### src/rtl/rot_buffer_scheduler.sv
// rtl/rot_buffer_scheduler.sv - voxel write / display read / flush scheduler for a rotating frame buffer
//
// Serialises three kinds of frame-buffer traffic onto one buffer port:
//   - display reads  (disp_req)    : highest priority, one pending slot
//   - buffer flushes (frame_start) : one pending slot, coalesced
//   - voxel writes   (wr_valid)    : FIFO_DEPTH-entry queue, issued in order
// All buffer operations wait for buf_busy=0 in IDLE. Once started, an
// operation always runs to completion. Later requests are recorded and
// handled at the next IDLE.
//
// Ports
//   clk_in, rst_in          clock (rising edge), async active-high reset
//   frame_start             pulse, request a flush
//   wr_valid / wr_ready     voxel write handshake (wr_ready = queue not full)
//   wr_radius/theta/z       voxel coordinates for the write
//   disp_req / disp_theta   display read request and angle
//   disp_valid              pulse in the last READ cycle
//   buf_busy                frame buffer busy
//   buf_flush               flush strobe, asserted in the IDLE cycle that starts a flush
//   buf_new_data            write strobe, asserted in the IDLE cycle that starts a write
//   buf_radius/theta_write/z  write coordinates, valid with buf_new_data
//   buf_theta_read          registered read angle, loaded on READ entry
//   frame_ready             pulse when a flush completes
//   fifo_count              number of queued writes
module rot_buffer_scheduler #(
  parameter int ROTATIONAL_RES = 1024,
  parameter int DISPLAY_RADIUS = 32,
  parameter int DISPLAY_HEIGHT = 64,
  parameter int FIFO_DEPTH     = 8,
  localparam int TW = $clog2(ROTATIONAL_RES),
  localparam int RW = $clog2(DISPLAY_RADIUS),
  localparam int ZW = $clog2(DISPLAY_HEIGHT),
  localparam int CW = $clog2(FIFO_DEPTH) + 1
) (
  input  logic          clk_in,
  input  logic          rst_in,
  input  logic          frame_start,
  input  logic          wr_valid,
  output logic          wr_ready,
  input  logic [RW-1:0] wr_radius,
  input  logic [TW-1:0] wr_theta,
  input  logic [ZW-1:0] wr_z,
  input  logic          disp_req,
  input  logic [TW-1:0] disp_theta,
  output logic          disp_valid,
  input  logic          buf_busy,
  output logic          buf_flush,
  output logic          buf_new_data,
  output logic [RW-1:0] buf_radius,
  output logic [TW-1:0] buf_theta_write,
  output logic [ZW-1:0] buf_z,
  output logic [TW-1:0] buf_theta_read,
  output logic          frame_ready,
  output logic [CW-1:0] fifo_count
);

  localparam int AW = CW - 1;
  localparam int EW = RW + TW + ZW;
  localparam logic [CW-1:0] FULL_COUNT = CW'(FIFO_DEPTH);

  typedef enum logic [2:0] {
    S_IDLE,
    S_READ,
    S_FLUSH_ARM,
    S_FLUSH_WAIT,
    S_WRITE_ARM,
    S_WRITE_WAIT,
    S_WRITE_GUARD
  } state_e;

  state_e        state_q, state_d;
  logic [1:0]    rd_cnt_q, rd_cnt_d;
  logic          rd_pending_q, rd_pending_d;
  logic [TW-1:0] rd_theta_q, rd_theta_d;
  logic          flush_pending_q, flush_pending_d;
  logic [TW-1:0] theta_read_q, theta_read_d;
  logic          ready_en_q;
  logic [AW-1:0] wr_ptr_q, wr_ptr_d;
  logic [AW-1:0] rd_ptr_q, rd_ptr_d;
  logic [CW-1:0] count_q, count_d;
  logic [EW-1:0] last_entry_q, last_entry_d;
  logic [EW-1:0] fifo_mem_q [FIFO_DEPTH];

  logic          start_read;
  logic          start_flush;
  logic          start_write;
  logic          disp_valid_c;
  logic          frame_ready_c;
  logic          push;
  logic          pop;
  logic [EW-1:0] head;
  logic [EW-1:0] out_entry;

  // wr_ready is held low until the first clock after reset release.
  assign wr_ready = ready_en_q && (count_q != FULL_COUNT);
  assign push     = wr_valid && wr_ready;
  assign pop      = start_write;
  assign head     = fifo_mem_q[rd_ptr_q];

  // FSM: next state and strobes
  always_comb begin
    state_d       = state_q;
    rd_cnt_d      = rd_cnt_q;
    start_read    = 1'b0;
    start_flush   = 1'b0;
    start_write   = 1'b0;
    disp_valid_c  = 1'b0;
    frame_ready_c = 1'b0;
    case (state_q)
      S_IDLE: begin
        // Nothing starts while the buffer is busy. A pending read also
        // blocks lower-priority work while it waits.
        if (!buf_busy) begin
          if (rd_pending_q) begin
            start_read = 1'b1;
            rd_cnt_d   = 2'd0;
            state_d    = S_READ;
          end else if (flush_pending_q) begin
            start_flush = 1'b1;
            state_d     = S_FLUSH_ARM;
          end else if (count_q != '0) begin
            start_write = 1'b1;
            state_d     = S_WRITE_ARM;
          end
        end
      end
      S_READ: begin
        if (rd_cnt_q == 2'd2) begin
          disp_valid_c = 1'b1;
          state_d      = S_IDLE;
        end else begin
          rd_cnt_d = rd_cnt_q + 2'd1;
        end
      end
      S_FLUSH_ARM: state_d = S_FLUSH_WAIT;
      S_FLUSH_WAIT: begin
        if (!buf_busy) begin
          frame_ready_c = 1'b1;
          state_d       = S_IDLE;
        end
      end
      S_WRITE_ARM: state_d = S_WRITE_WAIT;
      S_WRITE_WAIT: begin
        if (!buf_busy) state_d = S_WRITE_GUARD;
      end
      // One extra cycle so the buffer's registered write enable settles.
      S_WRITE_GUARD: state_d = S_IDLE;
      default: state_d = S_IDLE;
    endcase
  end

  // Pending requests, read angle, FIFO bookkeeping
  always_comb begin
    // A new request in the same cycle as its service stays pending.
    rd_pending_d    = disp_req || (rd_pending_q && !start_read);
    rd_theta_d      = disp_req ? disp_theta : rd_theta_q;
    flush_pending_d = frame_start || (flush_pending_q && !start_flush);
    theta_read_d    = start_read ? rd_theta_q : theta_read_q;
    wr_ptr_d        = push ? wr_ptr_q + AW'(1) : wr_ptr_q;
    rd_ptr_d        = pop ? rd_ptr_q + AW'(1) : rd_ptr_q;
    last_entry_d    = pop ? head : last_entry_q;
    count_d         = count_q;
    case ({push, pop})
      2'b10:   count_d = count_q + CW'(1);
      2'b01:   count_d = count_q - CW'(1);
      default: count_d = count_q;
    endcase
  end

  always_ff @(posedge clk_in or posedge rst_in) begin
    if (rst_in) begin
      state_q         <= S_IDLE;
      rd_cnt_q        <= 2'd0;
      rd_pending_q    <= 1'b0;
      rd_theta_q      <= '0;
      flush_pending_q <= 1'b0;
      theta_read_q    <= '0;
      ready_en_q      <= 1'b0;
      wr_ptr_q        <= '0;
      rd_ptr_q        <= '0;
      count_q         <= '0;
      last_entry_q    <= '0;
    end else begin
      state_q         <= state_d;
      rd_cnt_q        <= rd_cnt_d;
      rd_pending_q    <= rd_pending_d;
      rd_theta_q      <= rd_theta_d;
      flush_pending_q <= flush_pending_d;
      theta_read_q    <= theta_read_d;
      ready_en_q      <= 1'b1;
      wr_ptr_q        <= wr_ptr_d;
      rd_ptr_q        <= rd_ptr_d;
      count_q         <= count_d;
      last_entry_q    <= last_entry_d;
    end
  end

  // Queue storage is not reset. Entries are only read while count_q covers them.
  always_ff @(posedge clk_in) begin
    if (push) fifo_mem_q[wr_ptr_q] <= {wr_radius, wr_theta, wr_z};
  end

  // The FIFO head appears on the write bus in the strobe cycle. The bus then
  // holds the last issued entry, which is zero after reset.
  assign out_entry       = start_write ? head : last_entry_q;
  assign buf_radius      = out_entry[EW-1 -: RW];
  assign buf_theta_write = out_entry[ZW +: TW];
  assign buf_z           = out_entry[ZW-1:0];

  assign buf_new_data   = start_write;
  assign buf_flush      = start_flush;
  assign disp_valid     = disp_valid_c;
  assign frame_ready    = frame_ready_c;
  assign buf_theta_read = theta_read_q;
  assign fifo_count     = count_q;

endmodule

### config.mk
export PLATFORM = sky130hd
export DESIGN_NAME = rot_buffer_scheduler
export DESIGN_NICKNAME = d
export VERILOG_FILES = /design/src/rtl/rot_buffer_scheduler.sv
export SDC_FILE = /design/constraint.sdc
export NUM_CORES = 1
export LEC_CHECK = 0
export CAP_MARGIN = 40
export CORE_MARGIN = 2
export CORE_UTILIZATION = 40
export DETAILED_ROUTE_END_ITERATION = 8
export GPL_TIMING_DRIVEN = 1
export PLACE_DENSITY = 0.67
export SYNTH_ARGS = -nofsm -noshare
export SYNTH_HDL_FRONTEND = slang
export SYNTH_SLANG_ARGS = --single-unit
### constraint.sdc
create_clock -name clk_in -period 3.75 [get_ports clk_in]
set_input_delay 0.75 -clock clk_in [delete_from_list [all_inputs] [get_ports clk_in]]
set_output_delay 0.75 -clock clk_in [all_outputs]
set_load 0.01 [all_outputs]
==> summary by stage <==
STA
The final-report hold violation count is 0. The number of max-slew violations in the final report is 0. The maximum frequency from static timing analysis is approximately 0.28 GHz.

The remaining max-slew budget at the tightest pin is 55.4%. The worst path in the final design needs a cycle of 3.61 ns, including I/O delays and setup. The worst clock skew on the final layout is about 0.0059 ns. For the pin with the worst max-slew slack, the measured transition is 0.669 ns. The number of failing setup endpoints in the final timing report is 0. The share of the clock period used by the worst path after layout is between 90% and 100%. Setup repair after global routing left no endpoint under its margin.

The hold slack is 0.504 ns.

Route
After detailed routing, the number of remaining DRC violations is 0. The detailed-route via count is ~4,500. For this block, the routed nets add up to ~17 mm of wire. The first detailed-routing pass took 4 iterations. The count of antenna-violating nets left after detailed routing is 0.

The initial DRC count is around 250. After detailed routing, the average wire length per cell comes to 19.8 um. Dividing the detail-routed via count by the number of cells gives between 5 and 6.

Place
The number of cells after detailed placement is between 800 and 900. The detailed-placement wirelength estimate is roughly 10 mm. The number of I/O port buffers is 76. The final RePlAce weighted congestion is 0.713.

Final layout
After the last flow step, the layout net total stands at around 610. The count of inserted antenna diode cells is 0. The library cell used most frequently in the layout, excluding fill and tap cells, is sky130_fd_sc_hd__edfxtp_1. The area growth from synthesis to layout is 24.5%. The top cell types in the final layout, fill and taps aside, are 168 x sky130_fd_sc_hd__edfxtp_1, 57 x sky130_fd_sc_hd__dfrtp_1, 55 x sky130_fd_sc_hd__clkdlybuf4s50_1. The final non-filler cell total is 861. Cells with a size suffix above 1 make up 26.7% of the layout.

Power and ir drop
In this run the static leakage power is between 3 and 4 nW. The power per unit of standard cell area is roughly 650 nW/um2. IR analysis of the VDD net gives a maximum drop of 0.000405 V.

Global routing
The initial antenna violation count came to 0. The largest net degree at the start of global routing is 29. The overall global routing resource usage is between 10% and 20%.

After global routing the overflow that remains totals 0. The first global-routing pass estimated approximately 27 mm of wire. The number of global-route vias before repair is roughly 4,800.

Critical path
The highest net fanout along the worst path is 12. The critical path capture point type is a primary output. The start-to-end type of the worst setup path is in2out. STA puts the critical path data required time at around 3 ns. The capture instance of the worst register-to-register path is fifo_count[3]. The number of cells on the worst reg-to-reg path is 11. The startpoint type of the worst setup path is an input port. The arrival time of data at the critical path endpoint is 2.86 ns. In this run the register-to-register setup slack is just over 0.9 ns.

The worst register-to-register path begins at state_q[2].

Synthesis
Yosys printed 0 warnings. In this run, distinct cell masters in the synthesized netlist total 40. The share of the synthesized area in the top cell type is 57.5%.

The post-synthesis register bit count is around 230. After synthesis, the cell types taking the most area are sky130_fd_sc_hd__edfxtp_1 57%, sky130_fd_sc_hd__dfrtp_1 17%, sky130_fd_sc_hd__mux4_2 11%. The cell area after synthesis is 8780 um2.

Synthesis handed over a netlist of between 400 and 500 instances. Counting every net in the synthesized netlist gives approximately 500. After synthesis, flip-flops and latches occupy about 74% of the total area. The mean post-synth cell area is between 15 and 20 um2. The biggest area contributor in the post-synthesis netlist is sky130_fd_sc_hd__edfxtp_1.

Clocking
The clock insertion delay at the later pin of the skew report is 0.50 ns. The maximum level of the CTS H-tree is 1. Clock-pin slew was measured on the worst setup and hold paths at 0.05 ns.

The master cell of the clock root buffer is sky130_fd_sc_hd__clkbuf_16. Counting every sink on the clock net gives 227. The number of hold buffers added after CTS was 0. The maximum count of clock buffers along a single path is 3. TritonCTS built the clock tree. Buffers inserted during clock tree synthesis total 24.

Die
77 I/O pins were placed. After floorplanning, the core was divided into 54 placement rows. The total die area is ~23,000 um2. The starting utilization of the core area is 40.5%.

The region available for standard cell placement spans about 22,000 um2. The floorplan step set the die width to 152 um. In this run the vertical extent of the chip is approximately 150 um.

Worst hold path
The tightest min-delay check is of the reg2reg type. The start point of the worst min-delay path is rd_theta_q[0]. The end point of the most critical hold path is buf_theta_read[0]. The hold path depth is 1.

Job
The tool flagged a number of max-cap violations equal to 0.

Run status
The run finished with clean final reports.
[worst max-delay path, stage by stage]
cell                              delay [ns]
sky130_fd_sc_hd__clkdlybuf4s50_1        0.44
sky130_fd_sc_hd__or4_4                  0.45
sky130_fd_sc_hd__a2111oi_4              0.21
sky130_fd_sc_hd__buf_6                  0.18
sky130_fd_sc_hd__buf_6                  0.15
sky130_fd_sc_hd__buf_4                  0.13
sky130_fd_sc_hd__clkdlybuf4s50_1        0.53
[Yosys cell counts]
| master | n |
|---|---|
| sky130_fd_sc_hd__o21ai_0 | 3 |
| sky130_fd_sc_hd__a21oi_1 | 15 |
| sky130_fd_sc_hd__and3_1 | 1 |
| sky130_fd_sc_hd__nor2_1 | 30 |
| sky130_fd_sc_hd__o32ai_1 | 1 |
| sky130_fd_sc_hd__a21oi_2 | 10 |
| sky130_fd_sc_hd__buf_4 | 2 |
| sky130_fd_sc_hd__xnor2_1 | 5 |
| sky130_fd_sc_hd__mux2_2 | 23 |
| sky130_fd_sc_hd__a211o_1 | 2 |
| sky130_fd_sc_hd__a21boi_0 | 1 |
| sky130_fd_sc_hd__conb_1 | 1 |
| sky130_fd_sc_hd__nor2b_1 | 1 |
| sky130_fd_sc_hd__inv_1 | 5 |
| sky130_fd_sc_hd__o211ai_1 | 1 |
| sky130_fd_sc_hd__dfrtp_1 | 59 |
| sky130_fd_sc_hd__o22ai_1 | 1 |
| sky130_fd_sc_hd__edfxtp_1 | 168 |
| sky130_fd_sc_hd__nor4b_1 | 1 |
| sky130_fd_sc_hd__buf_6 | 2 |
| sky130_fd_sc_hd__nor3b_1 | 1 |
| sky130_fd_sc_hd__ha_1 | 6 |
| sky130_fd_sc_hd__mux4_2 | 42 |
| sky130_fd_sc_hd__xor2_1 | 4 |
| sky130_fd_sc_hd__a2111oi_2 | 1 |
| sky130_fd_sc_hd__a21o_1 | 2 |
| sky130_fd_sc_hd__nor4bb_1 | 1 |
| sky130_fd_sc_hd__nand3_1 | 4 |
| sky130_fd_sc_hd__nand3b_1 | 2 |
| sky130_fd_sc_hd__or3_1 | 1 |
| sky130_fd_sc_hd__clkbuf_1 | 13 |
| sky130_fd_sc_hd__or4_4 | 1 |
| sky130_fd_sc_hd__nor4_1 | 1 |
| sky130_fd_sc_hd__nor3_1 | 4 |
| sky130_fd_sc_hd__nand2b_1 | 4 |
| sky130_fd_sc_hd__nand2_1 | 6 |
| sky130_fd_sc_hd__or2_2 | 1 |
| sky130_fd_sc_hd__buf_2 | 6 |
| sky130_fd_sc_hd__a41oi_1 | 1 |
| sky130_fd_sc_hd__mux2i_1 | 21 |
[logic make-up after synthesis]
| group | share of synthesized area, % |
|---|---|
| XOR/XNOR | 0.898 |
| other | 0.0427 |
| buffers and inverters | 1.54 |
| adder cells (fa/ha/maj) | 0.855 |
| AND/OR/NAND/NOR | 3.24 |
| AO/OA/AOI/OAI | 3.01 |
| flip-flops | 74.3 |
| multiplexers | 16.1 |
[per-stage QoR]
| stage | cell area [um2] | setup slack (ns) | utilization, % | setup TNS (ns) | total power, mW |
|---|---|---|---|---|---|
| global placement | 10100 | -0.289 | 46.4 | -2.60 | 4.80 |
| floorplan | 8780 | 0.602 | - | 0 | 4.19 |
| global route | 10900 | 0.0429 | 50.4 | 0 | 7.41 |
| finish | 10900 | 0.142 | 50.4 | 0 | 7.07 |
| detailed placement | 10100 | -0.306 | 46.4 | -2.70 | 4.86 |
| CTS | 10900 | 0.00912 | 50.2 | 0 | 7.17 |
[flip-flops by register name (all words and copies together), names as in the netlist]
register	flops
rd_cnt_q	2
fifo_count	4
state_q	3
wr_ptr_q	3
rd_ptr_q	3
fifo_mem_q	168
rd_theta_q	10
ready_en_q	1
buf_theta_read	10
flush_pending_q	1
rd_pending_q	1
last_entry_q	21
[final cells by class]
type | instances | area [um2]
Clock buffer | 34 | 679
Clock inverter | 10 | 104
Fill cell | 1732 | 10800
Inverter | 5 | 18.8
Multi-Input combinational cell | 199 | 2160
Sequential cell | 227 | 6520
Tap cell | 280 | 350
Timing Repair Buffer | 106 | 1090
[worst max path at each step]
| stage | start | endpoint | cells after the start |
|---|---|---|---|
| after floorplan | wr_valid | fifo_mem_q[0][0] | 3 |
| after global placement | buf_busy | buf_z[0] | 7 |
| after detailed placement | buf_busy | buf_z[0] | 7 |
| after CTS | buf_busy | buf_radius[2] | 8 |
| after global routing | buf_busy | buf_new_data | 7 |
| final | buf_busy | buf_new_data | 7 |
[power breakdown]
part,total [mW],internal [mW],switching (mW),leakage (nW)
Clock,2.31,1.40,0.913,0.382
Sequential,3.27,3.05,0.216,2.21
Combinational,1.49,0.807,0.680,1.25
Total,7.07,5.26,1.81,3.84
[metal layers]
| layer | vias to the layer above | routed length, um | GRT usage (%) | part of all wire (%) |
|---|---|---|---|---|
| met1 | 2341 | 7380 | 20.0 | 43 |
| met2 | 105 | 8470 | 25.0 | 50 |
| li1 | 2003 | - | - | - |
| met4 | 0 | 349 | 4.36 | 2.0 |
| met5 | - | 0 | 0 | 0 |
| met3 | 30 | 820 | 2.73 | 4.8 |
[what timing repair did]
action,CTS,global route
cloned,1,0
gates resized for setup,11,13
setup endpoints to repair,22,13
pin swaps,1,0
setup buffers,1,0
(Power assumes the default switching activity.)
